==> src/rtl/pattern_bank.sv <==
// pattern_bank: double-buffered pattern store. A shadow bank is loaded either
// serially (one bit per cycle while ssel is high) or one entry at a time
// through the field port. commit copies the whole shadow bank into the active
// bank, which drives the outputs.
//
// Ports:
//   clk, rst_n    clock, asynchronous active-low reset
//   ssel, sin     serial shift enable and data in
//   sout          serial data out (MSB of the last shadow entry)
//   fieldp        entry pointer for field write and field read
//   field_in      field write data
//   field_write   write field_in into shadow[fieldp]
//   field_byte    active[fieldp], or 0 when fieldp is out of range
//   commit        copy the shadow bank into the active bank
//   pattern       active bank, flattened (entry i at [i*WIDTH +: WIDTH])
//   busy          a serial frame is in progress
//   load_done     one-cycle pulse after the last bit of a frame
//   dirty         shadow has been modified since the last commit
module pattern_bank #(
   parameter int unsigned WIDTH = 8,
   parameter int unsigned DEPTH = 32,
   parameter int unsigned PTR_W = 5
) (
   input  logic                   clk,
   input  logic                   rst_n,
   input  logic                   ssel,
   input  logic                   sin,
   output logic                   sout,
   input  logic [PTR_W-1:0]       fieldp,
   input  logic [WIDTH-1:0]       field_in,
   input  logic                   field_write,
   output logic [WIDTH-1:0]       field_byte,
   input  logic                   commit,
   output logic [WIDTH*DEPTH-1:0] pattern,
   output logic                   busy,
   output logic                   load_done,
   output logic                   dirty
);

   localparam int unsigned TOTAL = WIDTH * DEPTH;
   localparam int unsigned CNT_W = $clog2(TOTAL);

   typedef enum logic [1:0] {IDLE, LOAD, READY} state_t;

   state_t           state;
   state_t           state_nx;
   logic [CNT_W-1:0] count;
   logic [CNT_W-1:0] count_nx;
   logic             load_done_nx;
   logic             dirty_nx;
   logic             shift_en;
   logic             wr_en;
   logic             cm_en;
   logic             in_range;

   logic [WIDTH-1:0] shadow [DEPTH];
   logic [WIDTH-1:0] active [DEPTH];

   // Wide compare so the check stays correct when 2**PTR_W == DEPTH
   assign in_range = (32'(fieldp) < DEPTH);

   // Next-state, counter and write/commit qualification
   always_comb begin
      state_nx     = state;
      count_nx     = count;
      load_done_nx = 1'b0;
      shift_en     = ssel;
      wr_en        = 1'b0;
      cm_en        = 1'b0;
      case (state)
         IDLE, READY: begin
            if (ssel) begin
               state_nx = LOAD;
               count_nx = CNT_W'(1);
            end else begin
               wr_en = field_write && in_range;
               cm_en = commit;
               if (commit) begin
                  state_nx = IDLE;
               end
            end
         end
         LOAD: begin
            if (ssel) begin
               // count holds shifts already taken; this one is number count+1
               if (count == CNT_W'(TOTAL - 1)) begin
                  state_nx     = READY;
                  count_nx     = '0;
                  load_done_nx = 1'b1;
               end else begin
                  count_nx = count + CNT_W'(1);
               end
            end
         end
         default: begin
            state_nx = IDLE;
            count_nx = '0;
         end
      endcase

      // A modification in the same cycle as a commit keeps the bank dirty
      dirty_nx = dirty;
      if (shift_en || wr_en) begin
         dirty_nx = 1'b1;
      end else if (cm_en) begin
         dirty_nx = 1'b0;
      end
   end

   // Control state register
   always_ff @(posedge clk or negedge rst_n) begin
      if (!rst_n) begin
         state     <= IDLE;
         count     <= '0;
         load_done <= 1'b0;
         busy      <= 1'b0;
         dirty     <= 1'b0;
      end else begin
         state     <= state_nx;
         count     <= count_nx;
         load_done <= load_done_nx;
         busy      <= (state_nx == LOAD);
         dirty     <= dirty_nx;
      end
   end

   // Shadow and active banks; active samples the pre-edge shadow on commit
   always_ff @(posedge clk or negedge rst_n) begin
      if (!rst_n) begin
         for (int i = 0; i < int'(DEPTH); i++) begin
            shadow[i] <= '0;
            active[i] <= '0;
         end
      end else begin
         if (shift_en) begin
            shadow[0] <= {shadow[0][WIDTH-2:0], sin};
            for (int i = 1; i < int'(DEPTH); i++) begin
               shadow[i] <= {shadow[i][WIDTH-2:0], shadow[i-1][WIDTH-1]};
            end
         end else if (wr_en) begin
            for (int i = 0; i < int'(DEPTH); i++) begin
               if (fieldp == PTR_W'(i)) begin
                  shadow[i] <= field_in;
               end
            end
         end
         if (cm_en) begin
            for (int i = 0; i < int'(DEPTH); i++) begin
               active[i] <= shadow[i];
            end
         end
      end
   end

   assign sout = shadow[DEPTH-1][WIDTH-1];

   // Field read mux over the active bank
   always_comb begin
      field_byte = '0;
      for (int i = 0; i < int'(DEPTH); i++) begin
         if (fieldp == PTR_W'(i)) begin
            field_byte = active[i];
         end
      end
   end

   // Flatten the active bank
   always_comb begin
      pattern = '0;
      for (int i = 0; i < int'(DEPTH); i++) begin
         pattern[i*WIDTH +: WIDTH] = active[i];
      end
   end

endmodule
==> config.mk <==
export PLATFORM = sky130hd
export DESIGN_NAME = pattern_bank
export DESIGN_NICKNAME = d
export VERILOG_FILES = /design/src/rtl/pattern_bank.sv
export SDC_FILE = /design/constraint.sdc
export NUM_CORES = 1
export LEC_CHECK = 0
export ABC_AREA = 1
export BUFFER_PORTS_ARGS = -buffer_cell sky130_fd_sc_hd__clkbuf_2
export CAP_MARGIN = 40
export CORE_MARGIN = 2
export CORE_UTILIZATION = 50
export CTS_CLUSTER_DIAMETER = 50
export DETAILED_ROUTE_END_ITERATION = 12
export PLACE_DENSITY = 0.8
export RECOVER_POWER = 50
export SETUP_SLACK_MARGIN = 0.02
export SYNTH_ARGS = -nofsm -noshare
export SYNTH_HDL_FRONTEND = slang
export SYNTH_SLANG_ARGS = --single-unit
export TNS_END_PERCENT = 50
==> constraint.sdc <==
create_clock -name clk -period 5.4 [get_ports clk]
set_input_delay 0.81 -clock clk [delete_from_list [all_inputs] [get_ports clk]]
set_output_delay 0.81 -clock clk [all_outputs]
set_load 0.02 [all_outputs]
==> key figures, run 1 <==
Final layout
  • Synth-to-Final Area Change: 16.41%
  • Layout cell share with drive strength beyond 1: 12.73%
  • Final instance area: 27100 um^2
  • Commonest cells after routing, fill and taps aside: 775 x nand2_1, 525 x dfrtp_1, 376 x inv_1, 281 x o21ai_0, 255 x o221ai_1
  • Most common cell after layout, fill and taps aside: nand2_1
  • Non-Filler Instances: 3571
  • Nets: 2943
  • Post-layout util: 58.59%

Global routing
  • Initial antenna violation count: 2
  • First-pass GRT wire length: 118900 um
  • Remaining Overflow, GRT: 0
  • Largest net degree at the start of global routing: 112
  • Vias in the first global route: 20620
  • GRT Util Overall: 32.11%

Placed design
  • DP Area: 25370 um^2
  • DP Wirelength: 52650 um
  • Pre-CTS setup slack: 645.9 ps
  • Placed Cells: 3472
  • Final Wtd Congestion: 0.9871
  • Port bufs: 286

Clocking
  • Resize count post-CTS: 0
  • CTS tree: yes
  • Post-CTS Setup Inserts: 0
  • TritonCTS Buffers: 55
  • Clk pin slew, worst setup/hold paths: 60 ps
  • Post-CTS Hold Buffers: 0
  • Clock tree buffer depth: 3
  • H-Tree Depth: 2
  • Sink Count: 525
  • Clock root buffer master: clkbuf_16
  • Clk_lat worst skew: 620 ps

Timing
  • Minimum hold slack: 492.9 ps
  • Fin crit share: 89.44%
  • RSZ-0062 raised after global routing: false
  • Worst setup margin: 570.4 ps
  • Final min period: 4830 ps
  • Final Max Slew Viols: 282
  • Worst-Margin Slew: 3022 ps
  • Setup_tns: 0 ps
  • Relative slew slack: -101.5%
  • Fmax: 207.1 MHz
  • # setup viols final: 0
  • Final Skew: 23.90 ps
  • Final count of hold timing violations: 0

Synth
  • Mapped Cells: 2671
  • Yosys reg bits: 525
  • Sequential area share after synthesis: 56.43%
  • Synthesized area per cell: 8.717 um^2
  • Synthesized net count: 2691
  • Yosys cell types: 31
  • Synthesized cell area: 23280 um^2
  • Synth Warn #: 0

Routing
  • DRC viols: 0
  • Via Count: 21180
  • Iteration-0 DRC Markers: 2763
  • Final wirelength: 77870 um
  • Final ANT Viol Nets: 0
  • Per-cell routed wire length: 21.81 um
  • Pre-antenna DRT Iters: 8
  • Drt via density: 5.931

Floorplanning
  • Die area: 48310 um^2
  • Rows: 79
  • Die Width: 219.8 um
  • Die Y-Extent: 219.8 um
  • Starting Density: 50.33%
  • Core area: 46260 um^2
  • Ports: 287

Critical path
  • Critical Path RT: 4590 ps
  • Critical Path AT: 4020 ps
  • CP Capture Type: primary output
  • Kind of critical path: in2out
  • Crit-path max FO: 27
  • CP Launch Type: input pin

Pwr
  • P per Cell Area: 397.2 nW/um^2
  • Leak pwr: 12.95 nW
  • Peak VDD IR: 0.0002389 V
  • Total Power: 10.77 mW

Outcome
  • Failing checks: capacitance limit, slew limit
  • Status: finished, violations left

Hold path
  • Worst Hold Class: reg2reg

Run
  • Max-Cap Viols: 4
[final timing paths]
path,startpoint,to,slack (ps),depth (start not counted)
max,fieldp[4],field_byte[2],570,22
min,shadow[151],shadow[151],490,2
max reg2reg,state[0],pattern[60],2000,6
min reg2reg,shadow[151],shadow[151],490,2
max in group asynchronous,rst_n,shadow[106],1540,2
min in group asynchronous,rst_n,shadow[9],1060,1
[synthesized netlist by cell type]
cell type,instances,area share [%]
a21oi_1,36,0.77
or2_2,18,0.48
nor3_4,2,0.14
nand2_1,775,12
nor2_4,6,0.29
nand2_2,2,0.054
a31oi_1,2,0.054
clkinv_1,3,0.048
o21ai_0,281,6.0
o21ai_1,7,0.15
nand3_1,38,0.82
dfrtp_1,525,56
nor2_1,128,2.1
nor3_1,3,0.064
mux2_2,1,0.048
clkbuf_1,122,2.0
or2_1,1,0.027
inv_1,377,6.1
inv_2,9,0.15
nand3_2,1,0.043
o22ai_1,1,0.027
nand4_1,61,1.6
xor2_1,1,0.038
nor2_2,2,0.054
ha_1,1,0.054
or2_0,2,0.054
nor3_2,3,0.13
buf_2,5,0.11
buf_4,2,0.064
o221ai_1,255,9.6
a22oi_1,1,0.032
[metal layers]
| metal | routed length [um] | vias up | part of all wire (%) | global-route usage (%) |
|---|---|---|---|---|
| li1 | - | 9424 | - | - |
| met5 | 0 | - | 0 | 0 |
| met1 | 30820 | 10270 | 40 | 44.08 |
| met2 | 34890 | 1254 | 45 | 48.34 |
| met4 | 3516 | 0 | 4.5 | 13.96 |
| met3 | 8641 | 233 | 11 | 8.268 |
[final cells by class]
cell class              count  area (um^2)
multi-input cells        1628         8187
repair buffers            324         1694
inverters                 389         1465
diodes                      2        5.005
flip-flops and latches    525        13140
clock buffers              77         1602
clock inverters            19        254.0
fillers                  3969        19160
well taps                 607        759.5
[sequential cells by signal, indices dropped and copies added, names as in the netlist]
signal and cells:
pattern 256, shadow 255, count 8, state 2, busy 1, dirty 1, load_done 1, sout 1
[critical path: stages]
cell and delay (ps):
clkbuf_2 380, inv_2 380, buf_4 300, nand4_1 120, nand3_1 100, nor2_1 100, nand4_1 110, nand2_1 110
nand4_1 120, nand2_1 90, nand4_1 110, nand2_1 100, nand3_1 90, nand2_1 70, nand3_1 90, nand2_1 90
nand4_1 90, nor2_1 240, nand4_1 140, nand2_1 140, nand3_1 90, clkbuf_2 160
[report_power, final]
| part | switching [mW] | internal (mW) | total [mW] |
|---|---|---|---|
| Combinational | 1.21 | 0.566 | 1.77 |
| Sequential | 0.544 | 4.52 | 5.06 |
| Clock | 1.59 | 2.34 | 3.93 |
| Total | 3.34 | 7.43 | 10.8 |
[cells by family after synthesis]
kind of cell / share of synthesized area (%)
flip-flops: 56.43
XOR/XNOR: 0.03763
buffers and inverters: 8.410
AO/OA/AOI/OAI: 16.67
multiplexers: 0.04836
AND/OR/NAND/NOR: 18.35
adder cells (fa/ha/maj): 0.05373
No activity file was read; power rests on OpenSTA's default activity.
==> run 2: changes to the inputs <==
PLACE_DENSITY = 0.83   (was 0.8)
clock period = 4 ns   (was 5.4 ns; I/O delays follow)
==> run 2 against run 1 <==
The run still ends with capacitance limit, slew limit left. Critical path depth up 2. Utilization up 0.35 points. Register-to-register slack worse by 1300 ps. Combinational power up 36%. Clock-buffer cell count down 1. Worst setup slack worse by 470 ps. Die area unchanged. Final area up 0.60%. First-iteration DRC count up 1.6%. Non-clock buffer count up 17. Sequential share of layout area down 0.29 points. Critical path type unchanged.
==> key figures, run 2 (synthesis results as in run 1) <==
Clocking
  • Clk_lat worst skew: 610 ps
  • TritonCTS Buffers: 55
  • Clk pin slew, worst setup/hold paths: 60 ps
  • Sink Count: 525
  • H-Tree Depth: 2
  • Clock root buffer master: clkbuf_16
  • Clock tree buffer depth: 3
  • CTS tree: yes
  • Post-CTS Hold Buffers: 0

Global routing
  • First-pass GRT wire length: 115700 um
  • Vias in the first global route: 19860
  • Initial antenna violation count: 1
  • Remaining Overflow, GRT: 0
  • GRT Util Overall: 31.50%
  • Largest net degree at the start of global routing: 156

Final layout
  • Most common cell after layout, fill and taps aside: nand2_1
  • Nets: 2960
  • Synth-to-Final Area Change: 17.12%
  • Layout cell share with drive strength beyond 1: 14.62%
  • Commonest cells after routing, fill and taps aside: 761 x nand2_1, 525 x dfrtp_1, 374 x inv_1, 281 x o21ai_0, 255 x o221ai_1
  • Largest register FFs: 256

Routing
  • Drt via density: 5.865
  • Via Count: 21060
  • DRC viols: 0
  • Final wirelength: 76140 um
  • Per-cell routed wire length: 21.20 um
  • Pre-antenna DRT Iters: 7
  • Final ANT Viol Nets: 0
  • Iteration-0 DRC Markers: 2807

Floorplanning
  • Starting Density: 50.33%
  • Die Width: 219.8 um
  • Ports: 287
  • Die area: 48310 um^2
  • Core area: 46260 um^2
  • Rows: 79
  • Die Y-Extent: 219.8 um

Timing
  • Relative slew slack: -86.96%
  • Minimum hold slack: 317.3 ps
  • Worst-Margin Slew: 2804 ps
  • Fin crit share: 97.52%
  • Final count of hold timing violations: 0
  • # setup viols final: 0
  • Final Max Slew Viols: 327
  • RSZ-0062 raised after global routing: true
  • Fmax: 256.4 MHz
  • Final min period: 3901 ps
  • Final Skew: 21.23 ps

Critical path
  • Critical Path RT: 3400 ps
  • CP max stage delay: 200 ps
  • Worst path cell trace: clkbuf_2, buf_4, inv_2, nor2_4, nand2_2, nor2_4, buf_4, a21oi_2, nand4_1, nand2_1, nand4_1, nand2_1, nand4_1, nand2_1, nand3_1, nand2_1, nand3_1, nand2_1, nand4_1, nor2_2, nand4_1, nand2_1, nand3_1, buf_4
  • Slowest stage cell, crit path: nor2_2
  • Crit-path max FO: 5
  • Worst path bufs/invs: 5
  • CP Capture Type: primary output
  • Critical Path AT: 3300 ps
  • Cell family with most CP delay: simple AND/OR/NAND/NOR gates
  • CP Launch Type: input pin
  • CP most frequent cell: nand2_1
  • Kind of critical path: in2out

Pwr
  • Total Power: 14.40 mW
  • Peak VDD IR: 0.0003399 V
  • P per Cell Area: 528.2 nW/um^2
  • Leak pwr: 13.07 nW

Placed design
  • Final Wtd Congestion: 0.9433
  • DP Wirelength: 51920 um
  • Port bufs: 286

Run
  • Max-Cap Viols: 3

Outcome
  • Failing checks: capacitance limit, slew limit
  • Status: finished, violations left

Hold path
  • Worst Hold Class: in2reg
run 2: changes by cell type in the layout (fill, tap and decap cells not counted), moves of 3 or more:
cell        previous run  this run
inv_6                  1         4
clkbuf_1              88        72
clkinvlp_4             2         5
nand2_2                2        16
clkinv_2              10         7
nor2_1               128       123
inv_8                  0         4
buf_4                 27        39
nor2_2                 2         5
clkbuf_2             211       233
nand2_1              775       761
run 2: tightest hold or removal path, cell delays in order:
cell,delay [ps]
clkbuf_2,110
a22oi_1,80
o21ai_0,80
run 2: layer usage:
layer	up-vias	share of wire [%]	GRT usage [%]
met3	204	11	7.177
met1	10190	40	44.17
met4	0	4.1	13.36
met5	-	0	0
li1	9443	-	-
met2	1222	45	47.27
run 2: timing repair:
action,CTS,global route
buffers inserted,0,3
endpoints found under the setup margin,0,7
resized for setup,0,18
run 2: final timing paths:
check,from,endpoint,slack (ps),cells past startpoint
worst max register to register,state[0],pattern[97],700,4
max in group asynchronous,rst_n,shadow[93],740,2
min in group asynchronous,rst_n,shadow[22],910,1
worst min-delay path,sin,shadow[248],320,3
worst min register to register,shadow[147],shadow[147],490,2
worst max-delay path,fieldp[2],field_byte[1],100,24
run 2: final cells by class:
cell class                      count  area (um^2)
Clock buffer                       76         1555
Fill cell                        3988        18990
Multi-Input combinational cell   1628         8248
Inverter                          389         1468
Sequential cell                   525        13140
Tap cell                          607        759.5
Clock inverter                     24        270.3
Antenna cell                        1        2.502
Timing Repair Buffer              341         1827
run 2: where the power goes:
part	internal [mW]	leakage, nW	switching [mW]
clock network	3.00	0.888	2.18
logic	0.783	5.53	1.62
registers	6.10	6.66	0.723
total	9.88	13.1	4.52
run 2: per-stage QoR:
| stage | util, % | TNS [ps] | setup slack (ps) | cells | instance area, um^2 |
|---|---|---|---|---|---|
| finish | 58.94 | 0 | 99.10 | 3591 | 27270 |
| global route | 58.94 | -8.132 | -8.132 | 3591 | 27270 |
| CTS | 59.17 | 0 | 89.10 | 3587 | 27370 |
| detailed placement | 55.22 | 0 | 105.0 | 3487 | 25550 |
| global placement | 55.11 | -2488 | -488.3 | 3483 | 25500 |
| floorplan | - | 0 | 1057 | 2671 | 23280 |
